### src/rtl/mem_req_arbiter_pkg.sv
// Shared types and constants for the memory request arbiter: address/line types,
// access size, the memory pipeline depth and the arbitration side encoding.
package mem_req_arbiter_pkg;

  typedef logic [31:0]  paddr_t;
  typedef logic [127:0] cacheline_t;
  typedef logic [2:0]   access_size_t;

  // log2 of the line size in bytes; instruction fills always fetch a whole line
  localparam access_size_t SIZE_LINE = 3'd4;

  localparam int MEM_PIPE_LATENCY = 10;

  typedef enum logic {
    ARB_DC = 1'b0,
    ARB_IC = 1'b1
  } mem_arb_side_e;

endpackage

### src/rtl/mem_req_arbiter_if.sv
// Bundles the I-cache, D-cache and memory-side signals of the arbiter.
// The master modport is the arbiter itself; slave is the surrounding environment.
interface mem_req_arbiter_if;
  import mem_req_arbiter_pkg::*;

  logic         ic_req_valid_i;
  logic         ic_req_ready_o;
  paddr_t       ic_req_addr_i;
  logic         ic_rsp_valid_o;
  cacheline_t   ic_rsp_data_o;

  logic         dc_req_valid_i;
  logic         dc_req_ready_o;
  logic         dc_req_is_wr_i;
  paddr_t       dc_req_addr_i;
  cacheline_t   dc_req_wdata_i;
  access_size_t dc_req_size_i;
  logic         dc_rsp_valid_o;
  cacheline_t   dc_rsp_data_o;

  logic         mem_rd_req_valid_o;
  logic         mem_wr_req_valid_o;
  logic         mem_req_is_instr_o;
  paddr_t       mem_address_o;
  cacheline_t   mem_wr_data_o;
  access_size_t mem_access_size_o;
  logic         mem_data_valid_i;
  logic         mem_data_is_instr_i;
  cacheline_t   mem_data_i;

  modport master (
    input  ic_req_valid_i, ic_req_addr_i,
    input  dc_req_valid_i, dc_req_is_wr_i, dc_req_addr_i, dc_req_wdata_i, dc_req_size_i,
    input  mem_data_valid_i, mem_data_is_instr_i, mem_data_i,
    output ic_req_ready_o, ic_rsp_valid_o, ic_rsp_data_o,
    output dc_req_ready_o, dc_rsp_valid_o, dc_rsp_data_o,
    output mem_rd_req_valid_o, mem_wr_req_valid_o, mem_req_is_instr_o,
    output mem_address_o, mem_wr_data_o, mem_access_size_o
  );

  modport slave (
    output ic_req_valid_i, ic_req_addr_i,
    output dc_req_valid_i, dc_req_is_wr_i, dc_req_addr_i, dc_req_wdata_i, dc_req_size_i,
    output mem_data_valid_i, mem_data_is_instr_i, mem_data_i,
    input  ic_req_ready_o, ic_rsp_valid_o, ic_rsp_data_o,
    input  dc_req_ready_o, dc_rsp_valid_o, dc_rsp_data_o,
    input  mem_rd_req_valid_o, mem_wr_req_valid_o, mem_req_is_instr_o,
    input  mem_address_o, mem_wr_data_o, mem_access_size_o
  );

endinterface

### src/rtl/mem_arb_credit_ctr.sv
// Per-client outstanding-read counter: saturating up/down with full/empty flags.
// An increment and decrement in the same cycle cancel out.
module mem_arb_credit_ctr #(
  parameter int MAX_OUTSTANDING = 4
) (
  input  logic clk_i,
  input  logic rst_i,
  input  logic inc_i,
  input  logic dec_i,
  output logic full_o,
  output logic empty_o
);

  logic [3:0] r_cnt;
  logic       w_do_inc;
  logic       w_do_dec;

  assign full_o   = (r_cnt >= 4'(MAX_OUTSTANDING));
  assign empty_o  = (r_cnt == 4'd0);
  assign w_do_inc = inc_i && !full_o;
  assign w_do_dec = dec_i && !empty_o;

  // NOTE: state updates use <= so every flop samples pre-edge values, independent of block order.
  always_ff @(posedge clk_i) begin
    if (rst_i) begin
      r_cnt <= 4'd0;
    end else if (w_do_inc && !w_do_dec) begin
      r_cnt <= r_cnt + 4'd1;
    end else if (w_do_dec && !w_do_inc) begin
      r_cnt <= r_cnt - 4'd1;
    end
  end

endmodule

### src/rtl/mem_req_arbiter.sv
// Merges I-cache and D-cache requests onto one registered memory request port and
// routes in-order responses back by tag. Define MEM_ARB_PERF_EN for performance counters.
module mem_req_arbiter
  import mem_req_arbiter_pkg::*;
#(
  parameter int MAX_OUTSTANDING = 4,
  parameter int DATA_WIDTH      = 128
) (
  input  logic clk_i,
  input  logic rst_i,
  mem_req_arbiter_if.master bus,
  output logic idle_o,
  output logic err_rsp_o
`ifdef MEM_ARB_PERF_EN
  ,
  output logic [31:0] perf_ic_grants_o,
  output logic [31:0] perf_dc_grants_o,
  output logic [31:0] perf_stall_cycles_o
`endif
);

  logic w_ic_full, w_ic_empty, w_dc_full, w_dc_empty;
  logic w_ic_elig, w_dc_elig;
  logic w_grant_ic, w_grant_dc, w_dc_rd_grant;
  logic w_rsp_ic, w_rsp_dc;

  mem_arb_side_e   r_prio;
  logic            r_rd_valid, r_wr_valid, r_is_instr;
  paddr_t          r_addr;
  logic [DATA_WIDTH-1:0] r_wr_data;
  access_size_t    r_size;
  logic            r_ic_rsp_valid, r_dc_rsp_valid, r_err;
  logic [DATA_WIDTH-1:0] r_ic_rsp_data, r_dc_rsp_data;

  assign w_ic_elig = bus.ic_req_valid_i && !w_ic_full;
  assign w_dc_elig = bus.dc_req_valid_i && (bus.dc_req_is_wr_i || !w_dc_full);

  // NOTE: every output of a combinational block gets a default first so no latch is inferred.
  always_comb begin
    w_grant_ic = 1'b0;
    w_grant_dc = 1'b0;
    if (!rst_i) begin
      if (w_ic_elig && w_dc_elig) begin
        w_grant_ic = (r_prio == ARB_IC);
        w_grant_dc = (r_prio == ARB_DC);
      end else begin
        w_grant_ic = w_ic_elig;
        w_grant_dc = w_dc_elig;
      end
    end
  end

  assign w_dc_rd_grant      = w_grant_dc && !bus.dc_req_is_wr_i;
  assign bus.ic_req_ready_o = w_grant_ic;
  assign bus.dc_req_ready_o = w_grant_dc;

  always_ff @(posedge clk_i) begin
    if (rst_i) begin
      r_prio     <= ARB_DC;
      r_rd_valid <= 1'b0;
      r_wr_valid <= 1'b0;
      r_is_instr <= 1'b0;
      r_addr     <= '0;
      r_wr_data  <= '0;
      r_size     <= '0;
    end else begin
      r_rd_valid <= w_grant_ic || w_dc_rd_grant;
      r_wr_valid <= w_grant_dc && bus.dc_req_is_wr_i;
      if (w_grant_ic) begin
        r_prio     <= ARB_DC;
        r_is_instr <= 1'b1;
        r_addr     <= bus.ic_req_addr_i;
        r_wr_data  <= '0;
        r_size     <= SIZE_LINE;
      end else if (w_grant_dc) begin
        r_prio     <= ARB_IC;
        r_is_instr <= 1'b0;
        r_addr     <= bus.dc_req_addr_i;
        r_wr_data  <= bus.dc_req_is_wr_i ? bus.dc_req_wdata_i : '0;
        r_size     <= bus.dc_req_size_i;
      end
    end
  end

  assign bus.mem_rd_req_valid_o = r_rd_valid;
  assign bus.mem_wr_req_valid_o = r_wr_valid;
  assign bus.mem_req_is_instr_o = r_is_instr;
  assign bus.mem_address_o      = r_addr;
  assign bus.mem_wr_data_o      = r_wr_data;
  assign bus.mem_access_size_o  = r_size;

  assign w_rsp_ic = bus.mem_data_valid_i && bus.mem_data_is_instr_i;
  assign w_rsp_dc = bus.mem_data_valid_i && !bus.mem_data_is_instr_i;

  mem_arb_credit_ctr #(.MAX_OUTSTANDING(MAX_OUTSTANDING)) u_ic_ctr (
    .clk_i(clk_i), .rst_i(rst_i), .inc_i(w_grant_ic), .dec_i(w_rsp_ic),
    .full_o(w_ic_full), .empty_o(w_ic_empty)
  );

  mem_arb_credit_ctr #(.MAX_OUTSTANDING(MAX_OUTSTANDING)) u_dc_ctr (
    .clk_i(clk_i), .rst_i(rst_i), .inc_i(w_dc_rd_grant), .dec_i(w_rsp_dc),
    .full_o(w_dc_full), .empty_o(w_dc_empty)
  );

  // A response for a client with nothing outstanding is dropped and flagged
  always_ff @(posedge clk_i) begin
    if (rst_i) begin
      r_ic_rsp_valid <= 1'b0;
      r_dc_rsp_valid <= 1'b0;
      r_ic_rsp_data  <= '0;
      r_dc_rsp_data  <= '0;
      r_err          <= 1'b0;
    end else begin
      r_ic_rsp_valid <= w_rsp_ic && !w_ic_empty;
      r_dc_rsp_valid <= w_rsp_dc && !w_dc_empty;
      if (w_rsp_ic && !w_ic_empty) r_ic_rsp_data <= bus.mem_data_i;
      if (w_rsp_dc && !w_dc_empty) r_dc_rsp_data <= bus.mem_data_i;
      if ((w_rsp_ic && w_ic_empty) || (w_rsp_dc && w_dc_empty)) r_err <= 1'b1;
    end
  end

  assign bus.ic_rsp_valid_o = r_ic_rsp_valid;
  assign bus.ic_rsp_data_o  = r_ic_rsp_data;
  assign bus.dc_rsp_valid_o = r_dc_rsp_valid;
  assign bus.dc_rsp_data_o  = r_dc_rsp_data;
  assign err_rsp_o          = r_err;
  assign idle_o             = w_ic_empty && w_dc_empty && !r_rd_valid && !r_wr_valid;

`ifdef MEM_ARB_PERF_EN
  logic        w_stall;
  logic [31:0] r_perf_ic, r_perf_dc, r_perf_stall;

  assign w_stall = (bus.ic_req_valid_i && !w_grant_ic) || (bus.dc_req_valid_i && !w_grant_dc);

  always_ff @(posedge clk_i) begin
    if (rst_i) begin
      r_perf_ic    <= '0;
      r_perf_dc    <= '0;
      r_perf_stall <= '0;
    end else begin
      if (w_grant_ic && (r_perf_ic != '1))  r_perf_ic    <= r_perf_ic + 32'd1;
      if (w_grant_dc && (r_perf_dc != '1))  r_perf_dc    <= r_perf_dc + 32'd1;
      if (w_stall && (r_perf_stall != '1))  r_perf_stall <= r_perf_stall + 32'd1;
    end
  end

  assign perf_ic_grants_o    = r_perf_ic;
  assign perf_dc_grants_o    = r_perf_dc;
  assign perf_stall_cycles_o = r_perf_stall;
`endif

endmodule
### src/flat_wrapper.sv
// flat-port wrapper written by rule: the top's interface ports become plain ports
module mem_req_arbiter_flat import mem_req_arbiter_pkg::*;
#(
  parameter int MAX_OUTSTANDING = 4,
  parameter int DATA_WIDTH      = 128
)
  (clk_i, rst_i, idle_o, err_rsp_o, bus_ic_req_valid_i, bus_ic_req_addr_i, bus_dc_req_valid_i, bus_dc_req_is_wr_i, bus_dc_req_addr_i, bus_dc_req_wdata_i, bus_dc_req_size_i, bus_mem_data_valid_i, bus_mem_data_is_instr_i, bus_mem_data_i, bus_ic_req_ready_o, bus_ic_rsp_valid_o, bus_ic_rsp_data_o, bus_dc_req_ready_o, bus_dc_rsp_valid_o, bus_dc_rsp_data_o, bus_mem_rd_req_valid_o, bus_mem_wr_req_valid_o, bus_mem_req_is_instr_o, bus_mem_address_o, bus_mem_wr_data_o, bus_mem_access_size_o);
  mem_req_arbiter_if bus_i ();
  input  logic clk_i;
  input  logic rst_i;
  output logic idle_o;
  output logic err_rsp_o;
  input wire logic [$bits(bus_i.ic_req_valid_i)-1:0] bus_ic_req_valid_i;
  input wire logic [$bits(bus_i.ic_req_addr_i)-1:0] bus_ic_req_addr_i;
  input wire logic [$bits(bus_i.dc_req_valid_i)-1:0] bus_dc_req_valid_i;
  input wire logic [$bits(bus_i.dc_req_is_wr_i)-1:0] bus_dc_req_is_wr_i;
  input wire logic [$bits(bus_i.dc_req_addr_i)-1:0] bus_dc_req_addr_i;
  input wire logic [$bits(bus_i.dc_req_wdata_i)-1:0] bus_dc_req_wdata_i;
  input wire logic [$bits(bus_i.dc_req_size_i)-1:0] bus_dc_req_size_i;
  input wire logic [$bits(bus_i.mem_data_valid_i)-1:0] bus_mem_data_valid_i;
  input wire logic [$bits(bus_i.mem_data_is_instr_i)-1:0] bus_mem_data_is_instr_i;
  input wire logic [$bits(bus_i.mem_data_i)-1:0] bus_mem_data_i;
  output wire logic [$bits(bus_i.ic_req_ready_o)-1:0] bus_ic_req_ready_o;
  output wire logic [$bits(bus_i.ic_rsp_valid_o)-1:0] bus_ic_rsp_valid_o;
  output wire logic [$bits(bus_i.ic_rsp_data_o)-1:0] bus_ic_rsp_data_o;
  output wire logic [$bits(bus_i.dc_req_ready_o)-1:0] bus_dc_req_ready_o;
  output wire logic [$bits(bus_i.dc_rsp_valid_o)-1:0] bus_dc_rsp_valid_o;
  output wire logic [$bits(bus_i.dc_rsp_data_o)-1:0] bus_dc_rsp_data_o;
  output wire logic [$bits(bus_i.mem_rd_req_valid_o)-1:0] bus_mem_rd_req_valid_o;
  output wire logic [$bits(bus_i.mem_wr_req_valid_o)-1:0] bus_mem_wr_req_valid_o;
  output wire logic [$bits(bus_i.mem_req_is_instr_o)-1:0] bus_mem_req_is_instr_o;
  output wire logic [$bits(bus_i.mem_address_o)-1:0] bus_mem_address_o;
  output wire logic [$bits(bus_i.mem_wr_data_o)-1:0] bus_mem_wr_data_o;
  output wire logic [$bits(bus_i.mem_access_size_o)-1:0] bus_mem_access_size_o;
  assign bus_i.ic_req_valid_i = bus_ic_req_valid_i;
  assign bus_i.ic_req_addr_i = bus_ic_req_addr_i;
  assign bus_i.dc_req_valid_i = bus_dc_req_valid_i;
  assign bus_i.dc_req_is_wr_i = bus_dc_req_is_wr_i;
  assign bus_i.dc_req_addr_i = bus_dc_req_addr_i;
  assign bus_i.dc_req_wdata_i = bus_dc_req_wdata_i;
  assign bus_i.dc_req_size_i = bus_dc_req_size_i;
  assign bus_i.mem_data_valid_i = bus_mem_data_valid_i;
  assign bus_i.mem_data_is_instr_i = bus_mem_data_is_instr_i;
  assign bus_i.mem_data_i = bus_mem_data_i;
  assign bus_ic_req_ready_o = bus_i.ic_req_ready_o;
  assign bus_ic_rsp_valid_o = bus_i.ic_rsp_valid_o;
  assign bus_ic_rsp_data_o = bus_i.ic_rsp_data_o;
  assign bus_dc_req_ready_o = bus_i.dc_req_ready_o;
  assign bus_dc_rsp_valid_o = bus_i.dc_rsp_valid_o;
  assign bus_dc_rsp_data_o = bus_i.dc_rsp_data_o;
  assign bus_mem_rd_req_valid_o = bus_i.mem_rd_req_valid_o;
  assign bus_mem_wr_req_valid_o = bus_i.mem_wr_req_valid_o;
  assign bus_mem_req_is_instr_o = bus_i.mem_req_is_instr_o;
  assign bus_mem_address_o = bus_i.mem_address_o;
  assign bus_mem_wr_data_o = bus_i.mem_wr_data_o;
  assign bus_mem_access_size_o = bus_i.mem_access_size_o;
  mem_req_arbiter #(.MAX_OUTSTANDING(MAX_OUTSTANDING), .DATA_WIDTH(DATA_WIDTH)) u_core (.clk_i(clk_i), .rst_i(rst_i), .bus(bus_i), .idle_o(idle_o), .err_rsp_o(err_rsp_o));
endmodule
### config.mk
export PLATFORM = sky130hd
export DESIGN_NAME = mem_req_arbiter_flat
export DESIGN_NICKNAME = d
export VERILOG_FILES = /design/src/rtl/mem_req_arbiter_pkg.sv /design/src/rtl/mem_req_arbiter_if.sv /design/src/rtl/mem_arb_credit_ctr.sv /design/src/rtl/mem_req_arbiter.sv /design/src/flat_wrapper.sv
export SDC_FILE = /design/constraint.sdc
export NUM_CORES = 1
export LEC_CHECK = 0
export CAP_MARGIN = 20
export CORE_AREA = 10 10 288 290
export CTS_BUF_LIST = sky130_fd_sc_hd__clkbuf_8
export DETAILED_ROUTE_END_ITERATION = 10
export DIE_AREA = 0 0 298 300
export PLACE_DENSITY = 0.54
export REMOVE_ABC_BUFFERS = 1
export SETUP_SLACK_MARGIN = 0.15
export SYNTH_ARGS = -nofsm -noshare
export SYNTH_HDL_FRONTEND = slang
export SYNTH_SLANG_ARGS = --single-unit
### constraint.sdc
create_clock -name clk_i -period 4.4 [get_ports clk_i]
set_input_delay 0.88 -clock clk_i [delete_from_list [all_inputs] [get_ports clk_i]]
set_output_delay 0.88 -clock clk_i [all_outputs]
set_load 0.02 [all_outputs]
==> reports/qor.tcl <==
set qor(placed_cells_incl_taps) 3613
set qor(finish.utilization_pct) 33.3
set qor(post_cts_resized) 0
set qor(max_freq_mhz) 261
set qor(final-hold-violation-count) 0
set qor(die_w_um) 298
set qor(vias_per_cell) 4.23
set qor(cp_max_fo) 6
set qor(skew_ns) 0.0460
set qor(worstPathRequired_ns) 3.52
set qor(cts.repair_timing.setup_buffer_count) 0
set qor(post_detail_place_hpwl_um) 52800
set qor(total_global_routing_track_utilization_pct) 15.4
set qor(synth.cells.most_frequent) {nand2_1 (694), dfxtp_1 (434), a21oi_1 (381)}
set qor(ir_drop_uv) 481
set qor(grt.overflow.total) 0
set qor(arrival_ns) 2.94
set qor(synth.cell_area_um2) 15800
set qor(cell_at_the_root_of_the_clock_tree) {clkbuf_8}
set qor(dp_worst_setup_slack_ns) 0.712
set qor(port_buffer_count) 757
set qor(cell_type_with_the_highest_aggregate_area_in_the_netlist) {dfxtp_1}
set qor(synth-seq-cells) 434
set qor(syn_avg_cell_area_um2) 8.04
set qor(crit_slowest_cell) {clkdlybuf4s50_1}
set qor(clock_latency_ns) 0.66
set qor(yosys_top_cell_area_share_pct) 55.1
set qor(drive_above_1_share_pct) 5.94
set qor(final-instance-count-excl-fill) 3757
set qor(max_stage_delay_ns) 0.83
set qor(rows) 102
set qor(clk_pin_slew_ns) 0.06
set qor(max_cap_violations) 0
set qor(antenna_found_initial) 20
set qor(cts_hold_buffers) 0
set qor(outcome) {completed}
set qor(initial_utilization_pct) 20.5
set qor(max-slew-margin-rel_pct) 23.0
set qor(highest-signal-layer) {met5}
set qor(post-synth-top-count-cell) {nand2_1}
set qor(drcViolationCount) 0
set qor(routed_wl_um) 73400
set qor(detail_route.wirelength.met1_um) 27000
set qor(synth_cell_type_count) 40
set qor(pin_count_of_the_biggest_net_entering_global_routing) 166
set qor(cp-start-kind) {flop}
set qor(postLayoutSetupSlackWorst_ns) 0.576
set qor(worst_pin_slew_ns) 1.15
set qor(postSynth.topFlopCell) {dfxtp_1}
set qor(crit_chain) {or4_4 > nor4_1 > clkdlybuf4s50_1}
set qor(core_area_um2) 77100
set qor(grt_pass1_wl_um) 106000
set qor(h-tree-depth) 3
set qor(drv_slew) 0
set qor(total_of_warnings_raised_by_yosys) 0
set qor(floorplan.die_area_um2) 89400
set qor(postSynthCellCount) 1963
set qor(hold_path.class) {flop to flop}
set qor(final_net_count) 2996
set qor(fin_total_pwr_w) 0.0129
set qor(die_h_um) 300
set qor(met2WireLength_um) 35700
set qor(final_period_minus_worst_setup_slack_ns) 3.82
set qor(num_io_pins) 758
set qor(grt_pass1_vias) 15700
set qor(detailedRoute.firstPassIterationCount) 4
set qor(met3WireLength_um) 8060
set qor(wire_length_per_cell_um) 19.5
set qor(clock-sinks) 434
set qor(synth_area_leaders) {dfxtp_1 (55%), nand2_1 (17%), a21oi_1 (12%)}
set qor(drt_iter0_drc) 814
set qor(tritoncts.num_buffers) 83
set qor(synth-async-reset-ratio_pct) 0
set qor(yosysSeqAreaShare_pct) 55.1
set qor(worstSetupEndpointType) {output pin}
set qor(cpLargestDelayFamily) {simple AND/OR/NAND/NOR gates}
set qor(p_per_area_nw_per_um2) 503
set qor(gp_congestion) 0.799
set qor(critPathKind) {flop to output pin}
set qor(cellLeakagePower_nw) 8.75
set qor(post_synthesis_to_final_layout_area_growth_pct) 62.9
set qor(detail-route-antenna-nets) 0
set qor(cp.buffers_inverters) 1
set qor(synth_edf_count) 0
set qor(final-setup-viol-count) 0
set qor(final_min_period_over_clock_period_pct) 86.9
set qor(grt_setup_unrepaired) {no}
set qor(worst_case_clock_buffer_depth) 3
set qor(vias) 15900
set qor(cts_tree) {yes}
-- report_power, final --
group	switching, W	total, W	leakage, nW	internal, W
clock	0.00180	0.00402	0.945	0.00221
combinational	0.00242	0.00410	4.28	0.00168
sequential	0.000312	0.00482	3.52	0.00451
-- registers in the layout (all words and copies together), names as in the netlist --
register / count
u_core.bus.mem_wr_req_valid_o: 1
u_core.err_rsp_o: 1
u_core.bus.mem_req_is_instr_o: 1
u_core.r_prio: 1
u_core.bus.dc_rsp_valid_o: 1
u_core.bus.ic_rsp_valid_o: 1
u_core.bus.mem_rd_req_valid_o: 1
u_core.bus.mem_address_o: 32
u_core.u_ic_ctr.r_cnt: 4
u_core.bus.mem_access_size_o: 3
u_core.u_dc_ctr.r_cnt: 4
u_core.bus.dc_rsp_data_o: 128
u_core.bus.ic_rsp_data_o: 128
u_core.bus.mem_wr_data_o: 128
-- area by class of cell --
type | count | area, µm²
Fill cell | 8274 | 51400
Timing Repair Buffer | 774 | 7790
Clock inverter | 40 | 280
Sequential cell | 434 | 8690
Tap cell | 1040 | 1300
Antenna cell | 5 | 12.5
Multi-Input combinational cell | 1358 | 6220
Clock buffer | 99 | 1360
Inverter | 7 | 33.8
-- metal layers --
| metal | global-route usage (%) | vias up |
|---|---|---|
| li1 | - | 7868 |
| met1 | 16.1 | 7261 |
| met2 | 26.2 | 592 |
| met3 | 7.71 | 151 |
| met4 | 6.14 | 28 |
| met5 | 0 | - |
-- placed cells by master, fill, tap and decap left out, types with 3 or more instances in the layout --
cell type,n
nor2_1,53
clkdlybuf4s50_1,755
inv_8,3
inv_1,32
inv_4,3
nand2_2,10
nand3_1,131
a21oi_2,10
a21oi_1,381
bufinv_16,3
diode_2,5
ha_1,6
nor2b_1,4
buf_4,11
nor3_1,7
mux2i_1,3
dfxtp_1,434
buf_12,7
clkbuf_8,99
nand2_1,694
a311oi_1,32
-- path summary, 6_finish.rpt --
check	from	end	slack, ns	depth (start not counted)
max reg2reg	u_core.u_dc_ctr.r_cnt[3]	u_core.u_dc_ctr.r_cnt[3]	1.63	10
min reg2reg	u_core.bus.mem_wr_data_o[38]	u_core.bus.mem_wr_data_o[38]	0.45	2
max	u_core.u_ic_ctr.r_cnt[3]	idle_o	0.58	3
min	u_core.bus.mem_wr_data_o[38]	u_core.bus.mem_wr_data_o[38]	0.45	2
-- kinds of logic after synthesis --
group | Yosys count | share of synthesized area [%]
DFF | 434 | 55.1
buffers and inverters | 171 | 5.61
and+or+nand+nor | 911 | 23.3
adders and majority gates | 8 | 0.730
muxes | 5 | 0.333
xor gates and xnor gates | 4 | 0.222
AOI/OAI and AO/OA | 430 | 14.7
-- worst reg2reg max path: stages (launching register included) --
cell and delay (ns):
dfxtp_1 0.33, o21bai_1 0.46, nand3_4 0.28, nor2_1 0.17, ha_1 0.17, inv_1 0.10, ha_1 0.35, a21oi_1 0.20
a211oi_1 0.10, a31oi_1 0.17, mux2_2 0.35
-- per-stage QoR --
stage	area, µm²	hold WS [ns]	setup TNS (ns)
floorplan	14900	0.459	-295.75
global placement	24000	0.437	0
detailed placement	24000	0.442	0
CTS	25700	0.450	0
global route	25700	0.463	0
finish	25700	0.450	0
Power figures use the tool's default switching activity.
